<file path="src/rtl/el2_lsu_clken_pkg.sv">
// rtl/el2_lsu_clken_pkg.sv - shared types and defaults for the LSU clock-enable controller
//
// Contents:
//   CLKEN_HOLD_W   default width of the per-channel hold counter
//   chan_state_e   per-channel enable FSM state (IDLE / ACTIVE / HOLD)
package el2_lsu_clken_pkg;

    localparam int unsigned CLKEN_HOLD_W = 4;

    typedef enum logic [1:0] {
        ST_IDLE   = 2'd0,
        ST_ACTIVE = 2'd1,
        ST_HOLD   = 2'd2
    } chan_state_e;

endpackage

</file>
<file path="src/rtl/el2_lsu_clken_chan.sv">
// rtl/el2_lsu_clken_chan.sv - one clock-enable channel: FSM, hold counter, tick qualify
//
// Ports:
//   clk, rst      core clock, asynchronous active-high reset
//   eff_req       effective request for this channel (already chained, already reset-gated)
//   hold_cfg      extra hold ticks after the request drops, sampled on ACTIVE exit
//   bus_clk_en    bus clock-ratio enable; only used when MASKED=1
//   force_on      clk_override | force_halt; forces the enable without touching state
//   chan_clken    clock enable for this channel's clock header
//   busy          FSM is not IDLE
module el2_lsu_clken_chan
    import el2_lsu_clken_pkg::*;
#(
    parameter int unsigned HOLD_W = CLKEN_HOLD_W,
    parameter bit          MASKED = 1'b0
) (
    input  logic              clk,
    input  logic              rst,
    input  logic              eff_req,
    input  logic [HOLD_W-1:0] hold_cfg,
    input  logic              bus_clk_en,
    input  logic              force_on,
    output logic              chan_clken,
    output logic              busy
);

    chan_state_e       state_q, state_d;
    logic [HOLD_W-1:0] cnt_q, cnt_d;
    logic              tick;
    logic              raw;

    // Bus-qualified channels only advance on bus clock cycles, so both the
    // ACTIVE exit and every HOLD decrement wait for bus_clk_en.
    assign tick = MASKED ? bus_clk_en : 1'b1;

    always_comb begin
        state_d = state_q;
        cnt_d   = cnt_q;
        if (eff_req) begin
            // A request always wins, including on the last HOLD tick.
            state_d = ST_ACTIVE;
        end else begin
            case (state_q)
                ST_ACTIVE: begin
                    if (tick) begin
                        if (hold_cfg == '0) begin
                            state_d = ST_IDLE;
                        end else begin
                            state_d = ST_HOLD;
                            cnt_d   = hold_cfg;
                        end
                    end
                end
                ST_HOLD: begin
                    if (tick) begin
                        cnt_d = cnt_q - 1'b1;
                        // <= 1 rather than == 1 so a corrupted zero count cannot wrap.
                        if (cnt_q <= 1) begin
                            state_d = ST_IDLE;
                        end
                    end
                end
                default: state_d = ST_IDLE;
            endcase
        end
    end

    always_ff @(posedge clk or posedge rst) begin
        if (rst) begin
            state_q <= ST_IDLE;
            cnt_q   <= '0;
        end else begin
            state_q <= state_d;
            cnt_q   <= cnt_d;
        end
    end

    assign busy       = (state_q != ST_IDLE);
    assign raw        = eff_req | busy | force_on;
    assign chan_clken = MASKED ? (raw & bus_clk_en) : raw;

endmodule

</file>
<file path="src/rtl/el2_lsu_clken_ctrl.sv">
// rtl/el2_lsu_clken_ctrl.sv - LSU clock-enable controller: chaining, per-channel FSMs, free enable, popcount
//
// Ports:
//   clk, rst       core clock, asynchronous active-high reset
//   clk_override   forces every enable high
//   force_halt     forces every enable high until the core halts
//   req            per-channel activity request
//   chain_en       bit i: channel i inherits channel i-1's request one cycle later (bit 0 unused)
//   hold_cfg       per-channel extra hold ticks, channel i at [i*HOLD_W +: HOLD_W]
//   bus_clk_en     bus clock-ratio enable for BUS_MASK channels
//   free_extra     extra free-clock activity (buffers non-empty)
//   chan_clken     per-channel clock enables
//   free_clken     free clock enable, stretched by one cycle
//   busy           any channel not IDLE
//   active_cnt     number of asserted chan_clken bits
module el2_lsu_clken_ctrl
    import el2_lsu_clken_pkg::*;
#(
    parameter int unsigned       NUM_CH   = 8,
    parameter int unsigned       HOLD_W   = CLKEN_HOLD_W,
    parameter logic [NUM_CH-1:0] BUS_MASK = '0
) (
    input  logic                        clk,
    input  logic                        rst,
    input  logic                        clk_override,
    input  logic                        force_halt,
    input  logic [NUM_CH-1:0]           req,
    input  logic [NUM_CH-1:0]           chain_en,
    input  logic [NUM_CH*HOLD_W-1:0]    hold_cfg,
    input  logic                        bus_clk_en,
    input  logic                        free_extra,
    output logic [NUM_CH-1:0]           chan_clken,
    output logic                        free_clken,
    output logic                        busy,
    output logic [$clog2(NUM_CH+1)-1:0] active_cnt
);

    localparam int unsigned CNT_W = $clog2(NUM_CH + 1);

    logic [NUM_CH-1:0] eff_req;
    logic [NUM_CH-1:0] eff_req_q;
    logic [NUM_CH-1:0] busy_vec;
    logic              force_on;
    logic              free_raw;
    logic              free_raw_q;
    logic              unused_chain0;

    assign force_on      = clk_override | force_halt;
    assign unused_chain0 = chain_en[0];

    // Chaining uses the registered request of the previous channel, so there
    // is never a combinational path longer than one channel. Requests are
    // masked during reset so only the overrides can raise enables then.
    always_comb begin
        eff_req = '0;
        if (!rst) begin
            eff_req[0] = req[0];
            for (int i = 1; i < NUM_CH; i++) begin
                eff_req[i] = req[i] | (chain_en[i] & eff_req_q[i-1]);
            end
        end
    end

    always_ff @(posedge clk or posedge rst) begin
        if (rst) begin
            eff_req_q  <= '0;
            free_raw_q <= 1'b0;
        end else begin
            eff_req_q  <= eff_req;
            free_raw_q <= free_raw;
        end
    end

    for (genvar g = 0; g < NUM_CH; g++) begin : g_chan
        el2_lsu_clken_chan #(
            .HOLD_W (HOLD_W),
            .MASKED (BUS_MASK[g])
        ) u_chan (
            .clk        (clk),
            .rst        (rst),
            .eff_req    (eff_req[g]),
            .hold_cfg   (hold_cfg[g*HOLD_W +: HOLD_W]),
            .bus_clk_en (bus_clk_en),
            .force_on   (force_on),
            .chan_clken (chan_clken[g]),
            .busy       (busy_vec[g])
        );
    end

    assign busy = |busy_vec;

    // free_extra is gated in reset so the free clock only follows the overrides there.
    assign free_raw   = (|eff_req) | busy | (free_extra & ~rst) | force_on;
    assign free_clken = free_raw | free_raw_q;

    always_comb begin
        active_cnt = '0;
        for (int i = 0; i < NUM_CH; i++) begin
            active_cnt = active_cnt + CNT_W'(chan_clken[i]);
        end
    end

endmodule

</file>
<file path="config.mk">
export PLATFORM = sky130hd
export DESIGN_NAME = el2_lsu_clken_ctrl
export DESIGN_NICKNAME = d
export VERILOG_FILES = /design/src/rtl/el2_lsu_clken_pkg.sv /design/src/rtl/el2_lsu_clken_chan.sv /design/src/rtl/el2_lsu_clken_ctrl.sv
export SDC_FILE = /design/constraint.sdc
export NUM_CORES = 1
export LEC_CHECK = 0
export ABC_CLOCK_PERIOD_IN_PS = 4600
export BUFFER_PORTS_ARGS = -buffer_cell sky130_fd_sc_hd__buf_2
export CAP_MARGIN = 40
export CORE_MARGIN = 1
export CORE_UTILIZATION = 33
export DETAILED_ROUTE_END_ITERATION = 10
export PLACE_DENSITY = 0.47
export SYNTH_ARGS = -nofsm -noshare
export SYNTH_HDL_FRONTEND = slang
export SYNTH_HIERARCHICAL = 1
export SYNTH_SLANG_ARGS = --single-unit
</file>
<file path="constraint.sdc">
create_clock -name clk -period 4.6 [get_ports clk]
set_input_delay 0.23 -clock clk [delete_from_list [all_inputs] [get_ports clk]]
set_output_delay 0.23 -clock clk [all_outputs]
set_load 0.03 [all_outputs]
</file>
==> metrics <==
syn avg cell area 9.69 µm²; clk buf depth 2; Setup Buffers After CTS 0; Final Max Tran Viols 0; crit path cell chain inv_1 > ha_1 > inv_1 > or3_1 > fa_1 > inv_1 > fa_1 > fa_1 > inv_1 > ha_1 > inv_1 > fa_1 > xnor2_1 > buf_2; fillers 1,307; WS Path Type register to output port; core box area 12,600 µm²; Layout Cells excl Fill 678; nets 607; largest cells by area after synthesis dfrtp_1 (33%), ha_1 (13%), inv_1 (7.5%), nor4_4 (4.0%), mux2i_1 (3.7%); initial antenna violation count 0; routability cong. 0.747; setup TNS 0 ps; Initial DRC Count 150; drt drc 0; Crit path max-delay family adder cells; register area 1400 µm²; Die Y 116 µm; gr ovfl total 0; Vias 3,406; number of diodes 0; Hold Crit Class input port to asynchronous set/reset pin; Most common cell on crit path inv_1; CP Launch Type register; post-DP HPWL 7860 µm; Syn Inst Count 442; CTS Buf Count 5; placed instance count 671; final hold violations 0; Post-Route WL 9670 µm; clk sinks 56; worst IR drop on VDD 0.168 mV; area of the multi-input gates 2510 µm²; die width 116 µm; slowest CP cell fa_1; Worst EP required 4370 ps; CP endpoint active_cnt[2]; combinational power share 0.404; syn_nets 543; Critical Path Source g_chan[1].u_chan/state_q[1]$_DFFE_PP0P_; synthesized cell area 4280 µm²; Starting Density 0.339; Slew @ Worst Pin 433 ps; Worst-path clk slew 60 ps; RR Startpoint eff_req_q[3]$_DFF_PP0_; fin crit share 0.901; Sequential Power Share 0.407; CTS hold repair buffers 0; H-tree levels 2; cell-internal power 1190 µW; Distinct cells, synth 32; #FFs+latches synth 56; Post-Route Skew 6.91 ps; layout cell share with drive strength beyond 1 0.196; vias in the first global route 3,487; CTS tree yes; die area 13,400 µm²; Sw Share 0.396; antenna-violating nets left 0; Worst R2R End g_chan[4].u_chan/cnt_q[2]$_DFFE_PP0P_; first-pass GRT wire length 16,300 µm; CP Depth 14; Final min period 4140 ps; post-cts sizing count 0; status complete, no violations; pwr/cell area 403 nW/µm²; PortBufs 65; Worst Path Arrival 3910 ps; Skew-Pair Late Insertion Delay 300 ps; post-synthesis sequential area ratio 0.327; DRT Pass-1 Iters 4; Leak 0.00234 µW; pin count of the biggest net entering global routing 16; row count 41; Yosys top cell area share 0.327; R2R depth 5; GRT Total Usage 0.154; synth warn 6; number of I/O pins 68; RSZ-0062 raised after global routing no; CP endpoint kind output port; Bufs and invs on worst path 6; CTS root buf clkbuf_16; Net Sw Power 785 µW; Peak Freq 0.241 GHz; worst-path fanout max 3; area grow syn2layout 14.8%; Crit path largest cell delay 510 ps; clock share of power 0.189; Synth area leader dfrtp_1; max cap viols 0; drt wl/cell 14.3 µm; slew margin rel. 0.710; Final Setup Violations 0; via/cell ratio 5.02; Reg2Reg Setup Slack 2830 ps
[power groups by stage]
stage / clock network [µW] / logic [µW] / registers [µW]
detailed placement: 0 / 809 / 811
global route: 405 / 918 / 832
floorplan: 0 / 619 / 768
global placement: 0 / 802 / 810
CTS: 392 / 812 / 803
finish: 373 / 800 / 805
[cell families (layout without fill, tap and decap cells)]
group,count (synthesis),after routing,synth area share
AO/OA/AOI/OAI,122,122,0.218
buffers and inverters,94,158,0.0856
multiplexers,16,16,0.0374
AND/OR/NAND/NOR,106,106,0.186
flip-flops,56,56,0.327
XOR/XNOR,1,1,0.00205
adder cells (fa/ha/maj),47,47,0.144
[through the flow]
step	utilization	hold WS [ps]	instance area, µm²	setup WS, ps	total power, µW
after detailed placement	0.379	418	4780	729	1620
after floorplan	-	21.0	4280	573	1390
final	0.390	92.7	4920	457	1980
after global placement	0.379	410	4780	785	1610
after CTS	0.390	102	4920	397	2010
after global routing	0.390	117	4920	179	2150
[registers in the layout, summed over array words and instances, names as in the netlist]
signal                 cells
g_chan.u_chan/cnt_q       32
free_raw_q                 1
g_chan.u_chan/state_q     16
eff_req_q                  7
[worst register-to-register path, delay by kind of cell, from the launching register on]
kind,cells,cell delay [ps]
compound gates,3,840
flops,1,390
simple gates,2,430
[how the worst min path moves through the flow]
stage	depth (start not counted)	endpoint	slack, ps	start
5_1_grt	3	g_chan[4].u_chan/state_q[1]$_DFFE_PP0P_	120	rst
4_1_cts	3	g_chan[4].u_chan/state_q[1]$_DFFE_PP0P_	100	rst
2_1_floorplan	1	g_chan[0].u_chan/cnt_q[0]$_DFFE_PP0P_	20	rst
6_report	3	g_chan[4].u_chan/state_q[1]$_DFFE_PP0P_	90	rst
3_5_place_dp	3	g_chan[4].u_chan/state_q[0]$_DFFE_PP0P_	420	rst
3_3_place_gp	3	g_chan[4].u_chan/state_q[1]$_DFFE_PP0P_	410	rst
[Yosys cell counts]
cell and n:
or2b_1 8, fa_1 4, o31ai_1 8, buf_4 1, a221oi_1 8, a21o_1 8
nand2b_1 8, ha_1 43, mux2i_1 16, or3_1 16, a211o_1 16, nor2b_1 10
o21ai_0 25, xnor2_1 1, o311ai_0 8, nor3_1 1, buf_2 8, or3b_1 8
nand3b_1 9, nor4_2 3, a31oi_1 1, a2111oi_2 8, nor4_4 8, o22ai_1 8
nor2_1 17, nand2_1 10, dfrtp_1 56, a2111oi_1 8, a21oi_1 16, nand2b_2 8
o311ai_1 8, inv_1 85
[cell type report]
cell class / count / area share
clock buffers: 6 / 0.0262
repair buffers: 66 / 0.0677
well taps: 172 / 0.0438
flip-flops and latches: 56 / 0.285
multi-input cells: 292 / 0.511
clock inverters: 1 / 0.00102
inverters: 85 / 0.0649
[routing by layer]
layer	part of all wire	GRT usage	wire (µm)	vias to the layer above
met5	0	0	0	-
met4	0.014	0.0462	134	0
met3	0.034	0.0262	330	12
met2	0.50	0.273	4820	51
met1	0.45	0.190	4380	1640
li1	-	-	-	1703
[placed cells by master (no fill, tap or decap), types with 3 or more instances in the layout]
cell and count:
o21ai_0 25, o311ai_0 8, fa_1 4, buf_2 65, inv_1 85, nor4_4 8
nor2b_1 10, a2111oi_1 8, a221oi_1 8, o31ai_1 8, ha_1 43, or3_1 16
a21oi_1 16, nor2_1 17, nand3b_1 9, o311ai_1 8, a211o_1 16, nor4_2 3
dfrtp_1 56, clkbuf_16 5, a2111oi_2 8, o22ai_1 8, a21o_1 8, or3b_1 8
or2b_1 8, nand2b_1 8, nand2b_2 8, mux2i_1 16, nand2_1 10
Power figures use the tool's default switching activity.
